**src/rtl/sync_pkg.sv**
```systemverilog
// Shared constants and elaboration helpers for the synchronizer/filter family.
package sync_pkg;

  localparam int SYNC_MIN_STAGES = 2;

  // Constant ceiling log2, used to size per-channel filter counters.
  function automatic int clog2(input int value);
    int result;
    int v;
    result = 0;
    v = value - 1;
    while (v > 0) begin
      result = result + 1;
      v = v >> 1;
    end
    return result;
  endfunction

  function automatic bit params_ok(input int stages, input int filter_len);
    return (stages >= SYNC_MIN_STAGES) && (filter_len >= 1);
  endfunction

endpackage

```
**src/rtl/sync_filter_bit.sv**
```systemverilog
// One channel: flop-chain synchronizer, debounce counter, filtered level and
// edge pulses registered together with the level.
module sync_filter_bit
  import sync_pkg::*;
#(
  parameter int   STAGES     = 2,
  parameter int   FILTER_LEN = 4,
  parameter logic RESET_VAL  = 1'b0
) (
  input  logic clk,
  input  logic rstn,
  input  logic async_i,
  output logic level_o,
  output logic rise_o,
  output logic fall_o
);

  localparam int CW = clog2(FILTER_LEN + 1);
  localparam logic [CW-1:0] CNT_LAST = CW'(FILTER_LEN - 1);

  (* ASYNC_REG = "TRUE" *) logic [STAGES-1:0] chain;
  logic          sync_bit;
  logic [CW-1:0] cnt;

  always_ff @(posedge clk) begin
    if (!rstn) begin
      chain <= {STAGES{RESET_VAL}};
    end else begin
      chain <= {chain[STAGES-2:0], async_i};
    end
  end

  assign sync_bit = chain[STAGES-1];

  // The counter only advances while the synchronized value disagrees with the
  // current level; any agreeing sample restarts the stability window.
  always_ff @(posedge clk) begin
    if (!rstn) begin
      cnt     <= '0;
      level_o <= RESET_VAL;
      rise_o  <= 1'b0;
      fall_o  <= 1'b0;
    end else begin
      rise_o <= 1'b0;
      fall_o <= 1'b0;
      if (sync_bit == level_o) begin
        cnt <= '0;
      end else if (cnt == CNT_LAST) begin
        level_o <= sync_bit;
        cnt     <= '0;
        rise_o  <= sync_bit;
        fall_o  <= ~sync_bit;
      end else begin
        cnt <= cnt + CW'(1);
      end
    end
  end

endmodule

```
**src/rtl/sync_filter_multi.sv**
```systemverilog
// WIDTH independent synchronize/debounce/edge channels plus sticky per-channel
// change flags that software clears individually.
module sync_filter_multi
  import sync_pkg::*;
#(
  parameter int               WIDTH      = 8,
  parameter int               STAGES     = 2,
  parameter int               FILTER_LEN = 4,
  parameter logic [WIDTH-1:0] RESET_VAL  = '0
) (
  input  logic             clk,
  input  logic             rstn,
  input  logic [WIDTH-1:0] async_i,
  output logic [WIDTH-1:0] level_o,
  output logic [WIDTH-1:0] rise_o,
  output logic [WIDTH-1:0] fall_o,
  output logic [WIDTH-1:0] evt_o,
  input  logic [WIDTH-1:0] evt_clr_i
);

  if (WIDTH < 1 || !params_ok(STAGES, FILTER_LEN)) begin : g_bad_params
    $error("sync_filter_multi: need WIDTH>=1, STAGES>=%0d, FILTER_LEN>=1",
           SYNC_MIN_STAGES);
  end

  for (genvar i = 0; i < WIDTH; i++) begin : g_ch
    sync_filter_bit #(
      .STAGES     (STAGES),
      .FILTER_LEN (FILTER_LEN),
      .RESET_VAL  (RESET_VAL[i])
    ) u_bit (
      .clk     (clk),
      .rstn    (rstn),
      .async_i (async_i[i]),
      .level_o (level_o[i]),
      .rise_o  (rise_o[i]),
      .fall_o  (fall_o[i])
    );
  end

  // A new edge takes priority over a clear so that no change is ever lost.
  always_ff @(posedge clk) begin
    if (!rstn) begin
      evt_o <= '0;
    end else begin
      evt_o <= (evt_o & ~evt_clr_i) | rise_o | fall_o;
    end
  end

endmodule

```
**config.mk**
```make
export PLATFORM = sky130hd
export DESIGN_NAME = sync_filter_multi
export DESIGN_NICKNAME = d
export VERILOG_FILES = /design/src/rtl/sync_pkg.sv /design/src/rtl/sync_filter_bit.sv /design/src/rtl/sync_filter_multi.sv
export SDC_FILE = /design/constraint.sdc
export NUM_CORES = 1
export LEC_CHECK = 0
export ABC_CLOCK_PERIOD_IN_PS = 1140
export CAP_MARGIN = 20
export CORE_ASPECT_RATIO = 1.4
export CORE_MARGIN = 2
export CORE_UTILIZATION = 30
export CTS_BUF_LIST = sky130_fd_sc_hd__clkbuf_2
export DETAILED_ROUTE_END_ITERATION = 10
export HOLD_SLACK_MARGIN = 0.1
export PLACE_DENSITY = 0.57
export SLEW_MARGIN = 30
export SYNTH_ARGS = -nofsm -noshare
export SYNTH_HDL_FRONTEND = slang
export SYNTH_SLANG_ARGS = --single-unit
```
**constraint.sdc**
```tcl
create_clock -name clk -period 1.14 [get_ports clk]
set_clock_uncertainty 0.05 [all_clocks]
set_input_delay 0.285 -clock clk [delete_from_list [all_inputs] [get_ports clk]]
set_output_delay 0.285 -clock clk [all_outputs]
set_load 0.01 [all_outputs]
```
# == Word-level counts from Yosys, hierarchy flattened ==
# Cells that the tools add are included.
# word_totals
regBits,72
in_bits,18
out_inout_bits,32
elab_cells,118
# op_classes
addsub,8
n_eq_ne,16
bitwise,29
n_reduce_logical,24
# ops
cell,count
$reduce_or A3 Y1,16
$not A1 Y1,25
$add A3 B1 Y3 const B,8
$eq A3 B2 Y1 const B,8
$or A8 B8 Y8,2
$reduce_and A2 Y1,8
$and A8 B8 Y8,1
$eq A1 B1 Y1,8
$not A8 Y8,1

# == Longest topological paths before layout ==
# Gate-level depths: netlist of the first run.
# depth
ltp_word,4
ltp_mapped,4
depth_no_buf,4

# == By module ==
# A second synthesis of the first run with hierarchy kept.
# unflattened
hier_cells,201
area_unflattened_um2,2487.4
# modules_own_cells
module,instances,cells_per_inst,area_each_um2,seq_area_each_um2
sync_filter_bit,8,22,275.3,160.2
sync_filter_multi,1,25,285.3,160.2

# == Least setup slack after synthesis of the first run ==
# No wires, ideal clock.
# synth_timing
path_kind,register to register
start,register g_ch[1].u_bit.cnt[0]
end,register g_ch[1].u_bit.cnt[2]
setup_time_ns,0.096
arrival_ns,1.001
required_time_ns,0.994
path_slack_ns,-0.007
stages_incl_launch_ff,4
path_buffers,0
synth_period_minus_slack_ns,1.147
cell_sequence,dfxtp_1 ha_1 ha_1 nor4b_1
# synth_between
elab_chain_cells,2
word_cells_on_any_way,3
classes_between,1 x add/sub; 1 x eq/ne; 1 x reduce/logical
# synth_lines
item,line_no,rtl
start: declaration,sync_filter_bit.sv:23,logic [CW-1:0] cnt;
start signal: assignment,sync_filter_bit.sv:54,cnt <= cnt + CW'(1);
branches (longest 2 deep; another with $add A3 B1 Y3),--,
# Several ways; the timed one is not identified.
# A chain may end at the register's enable or synchronous reset.

# == Worst setup path after layout of the first run ==
# layout_timing
start,register g_ch[4].u_bit.level_o
end,output level_o[4]
# layout_rtl
item,line_no,rtl
start: declaration,sync_filter_bit.sv:13,"output logic level_o,"
start signal: assignment,sync_filter_bit.sv:49,level_o <= sync_bit;
end: declaration,sync_filter_multi.sv:14,"output logic [WIDTH-1:0] level_o,"
# No word-level cell between the ends.

==> reports/qor.yml, run 1 <==
global_routing:
  track_usage_pct: 10.4
  grt_max_degree: 33
  grt_pass1_wl_mm: 7.86
  grt_pass1_vias: 1767
  overflow: 0
  antenna_found_initial: 0
worst_setup_path:
  crit_type: "flip-flop to output pin"
  slowest_delay_ns: 0.38
  crit_arrival_ns: 0.98
  rr_worst_depth: 3
  reg2reg_slack_ns: 0.02
  crit_buf_inv: 1
  crit_end: "level_o[4]"
  r2r_start: "g_ch[2].u_bit.cnt[0]"
  r2r_end: "g_ch[2].u_bit.cnt[2]"
  crit_family: "flip-flops"
  cp_slowest_cell: "dfxtp_2"
  worstSetupStartpointType: "flip-flop"
  startpoint: "g_ch[4].u_bit.level_o"
  path_depth: 1
  cp_max_fo: 2
  critPathRequiredTime_ns: 0.81
  path_cells: "buf_6"
  end_kind: "output pin"
drt:
  drtAntennaViolNets: 0
  drc: 0
  first_pass_iters: 4
  wl_per_cell_um: 11.9
  vias: 1739
  wirelength_mm: 4.70
  drt_first_iter_violations: 37
  avgViaCountPerCell: 4.41
cells_and_area:
  area_growth_pct: 49.1
  drive_gt1_share_pct: 59.4
  layout_common_cells: "dfxtp_2, buf_6, dfxtp_1"
  nFillCells: 850
  final_common_cell: "dfxtp_2"
  nets: 315
clock_tree:
  cts.sinks: 72
  cts_tree: "built"
  clk_path_buf_depth: 2
  cts-buffers-inserted: 9
  clk_latency_ns: 0.49
  root_buffer: "clkbuf_2"
  htreeDepth: 3
  clk_pin_slew_ns: 0.18
synthesis:
  seq_area_frac_synth_pct: 53.3
  synth-seq-cells: 72
  syn_nets: 265
  syn_area_sq_um: 2700
  ys_types: 17
  yosysWarningCount: 0
  avgSynthCellArea_sq_um: 11.7
  netlist_instances: 231
power_and_ir_drop:
  p_leak_nw: 1.41
  powerDensity_nw_per_um2: 1020
  max-vdd-ir-drop_mv: 0.670
hold_path:
  holdCritPathClass: "input pin to flip-flop"
timing:
  clock.fmax_mhz: 761
  setup_viol: 32
  hold_viol: 0
  rsz0062_at_grt: "true"
  post-route-period-util_pct: 115
  relSlewSlack_pct: 79.5
  hold_ws_ns: 0.290
  setup_ws_ns: -0.175
  drv_slew: 0
  setup_tns_ns: -5.10
  finalCriticalPeriod_ns: 1.31
  worst_slew_pin_slew_ns: 0.307
status:
  status: "complete, but fails checks"
  violations: "setup timing"
floorplanning:
  dieArea_sq_um: 9800
  die-width_um: 84.2
  io-pin-count: 50
  core_sq_um: 8870
  die_h_um: 116
  num_rows: 41
  start_util_pct: 30.5
placed_design:
  gp_congestion: 0.631
  portBuffers: 49
  hpwl_mm: 2.84
run:
  maxCapViolCount: 0
-- repair_timing --
item | in CTS | in global routing
endpoints found under the setup margin | 80 | 71
buffers inserted | 4 | 3
gates resized for setup | 250 | 37
pin swaps | 5 | 29
hold endpoints to repair | 4 | 0
hold buffers | 1 | 0
-- state kept, by name (all words and copies together) (netlist names) --
register            count
g_ch.u_bit.chain       16
g_ch.u_bit.fall_o       8
g_ch.u_bit.cnt         24
g_ch.u_bit.rise_o       8
g_ch.u_bit.level_o      8
evt_o                   8
-- per-layer routing --
| metal | share of wire [%] | track usage, % |
|---|---|---|
| met4 | 3.1 | 6.77 |
| met5 | 0 | 0 |
| met3 | 4.2 | 3.53 |
| met1 | 41 | 10.8 |
| met2 | 52 | 17.9 |
-- worst min path at each step --
| stage | from | endpoint | slack, ns | depth (start not counted) |
|---|---|---|---|---|
| 2_1_floorplan | g_ch[0].u_bit.cnt[0] | g_ch[0].u_bit.cnt[0] | 0.36 | 1 |
| 3_3_place_gp | g_ch[2].u_bit.chain[0] | g_ch[2].u_bit.chain[1] | 0.36 | 1 |
| 3_5_place_dp | g_ch[2].u_bit.chain[0] | g_ch[2].u_bit.chain[1] | 0.37 | 1 |
| 4_1_cts | async_i[7] | g_ch[7].u_bit.chain[0] | 0.22 | 2 |
| 5_1_grt | async_i[7] | g_ch[7].u_bit.chain[0] | 0.22 | 2 |
| 6_report | async_i[1] | g_ch[1].u_bit.chain[0] | 0.29 | 2 |
-- layout make-up --
type	instances	area, sq um	area share [%]
antenna	1	2.50	0.0621
clock buffer	10	50.0	1.24
clock inverter	6	50.0	1.24
inverter	8	30.0	0.745
multi-input combinational	120	1550	38.4
sequential	72	1500	37.2
tap	107	134	3.32
timing repair buffer	70	714	17.7
-- through the flow --
step	total power [W]	area (sq um)	utilization, %	cells	setup slack (ns)
after global placement	0.00278	3220	36.3	369	-0.121
after global routing	0.00434	4030	45.4	393	-0.301
after CTS	0.00416	3760	42.3	390	-0.246
after detailed placement	0.00279	3220	36.3	369	-0.116
final	0.00411	4030	45.4	394	-0.175
after floorplan	0.00270	2700	-	231	0.00825
-- cell usage after synthesis --
library cell / n / area [sq um]
clkbuf_1: 2 / 7.51
nor4b_1: 16 / 140
clkbuf_2: 2 / 10.0
o31a_1: 8 / 70.1
inv_1: 8 / 30.0
mux2i_1: 8 / 80.1
buf_4: 25 / 188
buf_2: 1 / 5.00
and2_1: 16 / 100
xnor2_1: 8 / 70.1
nor3b_1: 16 / 120
buf_6: 1 / 11.3
nor2b_1: 16 / 100
and4bb_2: 8 / 100
dfxtp_1: 72 / 1440
ha_1: 16 / 200
nand2_1: 8 / 30.0
-- report_power, final --
| group | total [W] | internal (W) | leakage (nW) | switching, W |
|---|---|---|---|---|
| logic | 0.000205 | 0.000141 | 0.739 | 0.0000636 |
| registers | 0.00259 | 0.00255 | 0.607 | 0.0000360 |
| clock network | 0.00132 | 0.000485 | 0.0659 | 0.000834 |
| total | 0.00411 | 0.00318 | 1.41 | 0.000934 |
-- logic make-up after synthesis --
logic type	after synthesis	share of synthesized area, %
buf+inv	39	9.30
flops	72	53.3
simple gates	80	21.8
xor+xnor	8	2.59
mux	8	2.96
fa+ha+maj	16	7.40
compound gates	8	2.59
Note: power is estimated with default switching activity, not from simulation.
==> run 2, diff against run 1 <==
CORE_MARGIN = not set   (was 2)
==> reports/qor.yml, run 2 (synthesized netlist as in run 1, its figures left out) <==
status:
  status: "complete, but fails checks"  # unchanged
  violations: "setup timing"  # unchanged
cells_and_area:
  regArea_sq_um: 1500  # about the same
  multi_input_area_sq_um: 1550  # about the same
  design_area_sq_um: 3990  # was 4030 sq um
  largest_reg_flops: 24  # unchanged
  final_common_cell: "dfxtp_2"  # unchanged
  top_register: "g_ch.u_bit.cnt"  # unchanged
  reg_top3: "g_ch.u_bit.cnt x24, g_ch.u_bit.chain x16"  # unchanged
  drive_gt1_share_pct: 59.2  # was 59.4%
  nFillCells: 802  # was 850
  nets: 313  # was 315
  area_growth_pct: 47.7  # was 49.1%
  layout_common_cells: "dfxtp_2, buf_6, dfxtp_1"  # unchanged
clock_tree:
  cts.sinks: 72  # unchanged
  htreeDepth: 3  # unchanged
  cts_tree: "built"  # unchanged
  clk_pin_slew_ns: 0.18  # about the same
  clk_latency_ns: 0.51  # was 0.49 ns
  cts-buffers-inserted: 9  # unchanged
  clk_path_buf_depth: 2  # unchanged
  root_buffer: "clkbuf_2"  # unchanged
drt:
  drtAntennaViolNets: 0  # unchanged
  drt_first_iter_violations: 16  # was 37
  avgViaCountPerCell: 4.45  # was 4.41
  wirelength_mm: 4.40  # was 4.70 mm
  first_pass_iters: 4  # unchanged
  drc: 0  # unchanged
  wl_per_cell_um: 11.3  # was 11.9 um
  vias: 1736  # was 1739
floorplanning:
  start_util_pct: 31.2  # was 30.5%
  dieArea_sq_um: 9400  # was 9800 sq um
  die_h_um: 114  # was 116 um
  die-width_um: 82.2  # was 84.2 um
  io-pin-count: 50  # unchanged
  core_sq_um: 8660  # was 8870 sq um
  num_rows: 40  # was 41
hold_path:
  hp-start: "async_i[7]"  # was async_i[1]
  hold_depth: 2  # unchanged
  holdCritPathClass: "input pin to flip-flop"  # unchanged
  whs_endpoint: "g_ch[7].u_bit.chain[0]"  # was g_ch[1].u_bit.chain[0]
power_and_ir_drop:
  p_comb_share_pct: 5.3  # was 5.0%
  max-vdd-ir-drop_mv: 0.608  # was 0.670 mV
  powerDensity_nw_per_um2: 973  # was 1020 nW/um^2
  p_sw_w: 0.000929  # was 0.000934 W
  p_int_w: 0.00296  # was 0.00318 W
  sw_frac_of_total_pct: 23.9  # was 22.7%
  p_seq_share_pct: 66.5  # was 62.9%
  p_leak_nw: 1.39  # was 1.41 nW
  p_clk_share_pct: 28.1  # was 32.1%
  power_w: 0.00389  # was 0.00411 W
worst_setup_path:
  rr_worst_depth: 3  # unchanged
  path_cells: "buf_6"  # unchanged
  crit_family: "flip-flops"  # unchanged
  crit_arrival_ns: 0.99  # was 0.98 ns
  crit_type: "flip-flop to output pin"  # unchanged
  r2r_start: "g_ch[2].u_bit.cnt[0]"  # unchanged
  critPathRequiredTime_ns: 0.81  # about the same
  worstSetupStartpointType: "flip-flop"  # unchanged
  end_kind: "output pin"  # unchanged
  crit_buf_inv: 1  # unchanged
  r2r_end: "g_ch[2].u_bit.cnt[2]"  # unchanged
  cp_max_fo: 2  # unchanged
  slowest_delay_ns: 0.36  # was 0.38 ns
  cp_slowest_cell: "dfxtp_2"  # unchanged
  reg2reg_slack_ns: -0.01  # was 0.02 ns
placed_design:
  place_area_sq_um: 3210  # was 3220 sq um
  hpwl_mm: 2.62  # was 2.84 mm
  portBuffers: 49  # unchanged
  gp_congestion: 0.696  # was 0.631
timing:
  worst_slew_pin_slew_ns: 0.279  # was 0.307 ns
  relSlewSlack_pct: 81.4  # was 79.5%
  setup_viol: 33  # was 32
  post-route-period-util_pct: 116  # was 115%
  hold_viol: 0  # unchanged
  drv_slew: 0  # unchanged
  finalCriticalPeriod_ns: 1.32  # was 1.31 ns
  clock.fmax_mhz: 757  # was 761 MHz
  rsz0062_at_grt: "true"  # unchanged
  setup_ws_ns: -0.181  # was -0.175 ns
run:
  maxCapViolCount: 0  # unchanged
global_routing:
  track_usage_pct: 10.6  # was 10.4%
  grt_pass1_vias: 1741  # was 1767
  overflow: 0  # unchanged
  grt_max_degree: 33  # unchanged
  grt_pass1_wl_mm: 7.25  # was 7.86 mm
  antenna_found_initial: 1  # was 0
## run 2: final cells by class
type | instances | area share [%]
flip-flops and latches | 72 | 37.7
inverters | 8 | 0.752
clock inverters | 6 | 0.658
well taps | 105 | 3.29
diodes | 1 | 0.0627
multi-input cells | 120 | 38.9
repair buffers | 68 | 17.4
clock buffers | 10 | 1.25
## run 2: repair_timing
| item | 4_1_cts | 5_1_grt |
|---|---|---|
| pin swaps | 3 | 21 |
| hold buffers | 1 | 0 |
| resized for setup | 246 | 41 |
| setup endpoints to repair | 80 | 68 |
| hold endpoints to repair | 10 | 0 |
| buffers inserted | 4 | 2 |
## run 2: how the worst max path moves through the flow
stage                                    start                    to  depth (start not counted)
final                     g_ch[1].u_bit.rise_o             rise_o[1]                          1
after CTS                 g_ch[1].u_bit.rise_o             rise_o[1]                          1
after detailed placement  g_ch[7].u_bit.cnt[0]  g_ch[7].u_bit.cnt[0]                          3
after global placement    g_ch[2].u_bit.fall_o             fall_o[2]                          1
after global routing                  evt_o[1]              evt_o[1]                          1
after floorplan           g_ch[0].u_bit.cnt[0]  g_ch[0].u_bit.cnt[2]                          3
## run 2: layer usage
| metal | vias up | global-route usage (%) | routed length, um | share of wire (%) |
|---|---|---|---|---|
| li1 | 863 | - | - | - |
| met1 | 824 | 10.7 | 1820 | 41 |
| met2 | 38 | 16.7 | 2190 | 50 |
| met3 | 11 | 3.67 | 201 | 4.6 |
| met4 | 0 | 9.82 | 180 | 4.1 |
| met5 | - | 0 | 0 | 0 |
## run 2: power by group through the flow
stage	combinational (W)	sequential [W]	clock [W]
3_5_place_dp	0.000162	0.00263	0
5_1_grt	0.000228	0.00259	0.00128
4_1_cts	0.000184	0.00258	0.00119
6_report	0.000207	0.00258	0.00109
3_3_place_gp	0.000161	0.00263	0
2_1_floorplan	0.0000815	0.00262	0
## run 2: per-stage QoR
step                hold WS, ns  instances  setup TNS, ns  setup WS [ns]  utilization (%)
finish                    0.275        390          -5.34         -0.181             46.1
CTS                       0.191        387          -8.04         -0.265             42.7
floorplan                 0.357        231              0        0.00825                -
global placement          0.365        366          -2.14        -0.0651             37.1
detailed placement        0.368        366          -2.55        -0.0796             37.1
global route              0.230        390          -8.29         -0.271             46.1
==> run 3, diff against run 2 <==
MAX_ROUTING_LAYER = met4   (was not set)
==> reports/qor.yml, run 3 (synthesized netlist as in run 1, its figures left out) <==
status:
  status: "complete, but fails checks"  # unchanged
  violations: "setup timing"  # unchanged
floorplanning:
  dieArea_sq_um: 9400  # unchanged
  num_rows: 40  # unchanged
  die-width_um: 82.2  # unchanged
  start_util_pct: 31.2  # unchanged
  core_sq_um: 8660  # unchanged
  io-pin-count: 50  # unchanged
  die_h_um: 114  # unchanged
worst_setup_path:
  startpoint: "g_ch[1].u_bit.rise_o"  # unchanged
  end_kind: "output pin"  # unchanged
  r2r_start: "g_ch[2].u_bit.cnt[0]"  # unchanged
  cp_slowest_cell: "dfxtp_2"  # unchanged
  crit_family: "flip-flops"  # unchanged
  path_cells: "buf_6"  # unchanged
  cp_max_fo: 2  # unchanged
  crit_type: "flip-flop to output pin"  # unchanged
  worstSetupStartpointType: "flip-flop"  # unchanged
  critPathRequiredTime_ns: 0.81  # about the same
  crit_buf_inv: 1  # unchanged
  slowest_delay_ns: 0.37  # was 0.36 ns
  crit_arrival_ns: 1.00  # was 0.99 ns
cells_and_area:
  nets: 313  # unchanged
  area_growth_pct: 47.6  # was 47.7%
  multi_input_area_sq_um: 1550  # unchanged
  regArea_sq_um: 1500  # about the same
  reg_top3: "g_ch.u_bit.cnt x24, g_ch.u_bit.chain x16"  # unchanged
  layout_common_cells: "dfxtp_2, buf_6, dfxtp_1"  # unchanged
  top_register: "g_ch.u_bit.cnt"  # unchanged
  largest_reg_flops: 24  # unchanged
  drive_gt1_share_pct: 58.8  # was 59.2%
  final_common_cell: "dfxtp_2"  # unchanged
  nFillCells: 803  # was 802
  final_util_pct: 46.1  # about the same
placed_design:
  portBuffers: 49  # unchanged
  hpwl_mm: 2.62  # unchanged
  pre_cts_ws_ns: -0.0796  # unchanged
  gp_congestion: 0.703  # was 0.696
global_routing:
  grt_pass1_vias: 1738  # was 1741
  antenna_found_initial: 1  # unchanged
  track_usage_pct: 10.9  # was 10.6%
  grt_max_degree: 33  # unchanged
  overflow: 0  # unchanged
  grt_pass1_wl_mm: 7.25  # unchanged
timing:
  setup_ws_ns: -0.195  # was -0.181 ns
  finalCriticalPeriod_ns: 1.34  # was 1.32 ns
  relSlewSlack_pct: 81.4  # about the same
  clock.fmax_mhz: 749  # was 757 MHz
  setup_viol: 33  # unchanged
  drv_slew: 0  # unchanged
  hold_viol: 0  # unchanged
  post-route-period-util_pct: 117  # was 116%
  rsz0062_at_grt: "true"  # unchanged
  worst_slew_pin_slew_ns: 0.279  # about the same
clock_tree:
  cts-buffers-inserted: 9  # unchanged
  cts.sinks: 72  # unchanged
  root_buffer: "clkbuf_2"  # unchanged
  clk_latency_ns: 0.52  # was 0.51 ns
  clk_path_buf_depth: 2  # unchanged
  cts_tree: "built"  # unchanged
  clk_pin_slew_ns: 0.19  # was 0.18 ns
  htreeDepth: 3  # unchanged
drt:
  first_pass_iters: 4  # unchanged
  wl_per_cell_um: 11.3  # about the same
  drt_first_iter_violations: 19  # was 16
  drtAntennaViolNets: 0  # unchanged
  drc: 0  # unchanged
  avgViaCountPerCell: 4.47  # was 4.45
  wirelength_mm: 4.41  # was 4.40 mm
  vias: 1744  # was 1736
power_and_ir_drop:
  power_w: 0.00390  # was 0.00389 W
  powerDensity_nw_per_um2: 976  # was 973 nW/um^2
  max-vdd-ir-drop_mv: 0.610  # was 0.608 mV
  p_leak_nw: 1.39  # about the same
hold_path:
  holdCritPathClass: "input pin to flip-flop"  # unchanged
  hp-start: "async_i[0]"  # was async_i[7]
run:
  maxCapViolCount: 0  # unchanged
[run 3: cell counts in the layout (fill, tap and decap cells not counted)]
No cell type changed its count.
[run 3: stage by stage]
stage	area [sq um]	hold WS (ns)	instances	TNS [ns]
floorplan	2700	0.357	231	0
global placement	3210	0.365	366	-2.14
detailed placement	3210	0.368	366	-2.55
CTS	3700	0.191	387	-8.04
global route	3990	0.231	390	-8.31
finish	3990	0.263	390	-5.43
[run 3: cell type report]
class	count	area share, %
diodes	1	0.0627
clock buffers	10	1.25
clock inverters	6	0.658
inverters	8	0.752
multi-input cells	120	38.9
flip-flops and latches	72	37.6
well taps	105	3.29
repair buffers	68	17.4
[run 3: repair_timing]
| item | in CTS | in global routing |
|---|---|---|
| pin swaps | 3 | 20 |
| hold endpoints to repair | 10 | 0 |
| gates resized for setup | 246 | 40 |
| setup buffers | 4 | 2 |
| endpoints found under the setup margin | 80 | 68 |
| hold buffers | 1 | 0 |
[run 3: final timing paths]
kind / end / slack [ns] / cells past startpoint
worst max-delay path: rise_o[1] / -0.20 / 1
worst min-delay path: g_ch[0].u_bit.chain[0] / 0.26 / 2
worst max register to register: g_ch[2].u_bit.cnt[2] / -0.01 / 3
worst min register to register: g_ch[0].u_bit.cnt[0] / 0.40 / 1
[run 3: metal layers]
metal	vias to the layer above	wire, um	global-route usage, %
met5	-	0	-
met3	11	172	3.35
met2	40	2190	16.7
met1	827	1880	10.9
met4	0	169	9.82
li1	866	-	-
[run 3: where the power goes]
group | switching (W) | internal [W]
sequential | 0.0000355 | 0.00255
clock | 0.000841 | 0.000264
combinational | 0.0000640 | 0.000143
total | 0.000941 | 0.00296
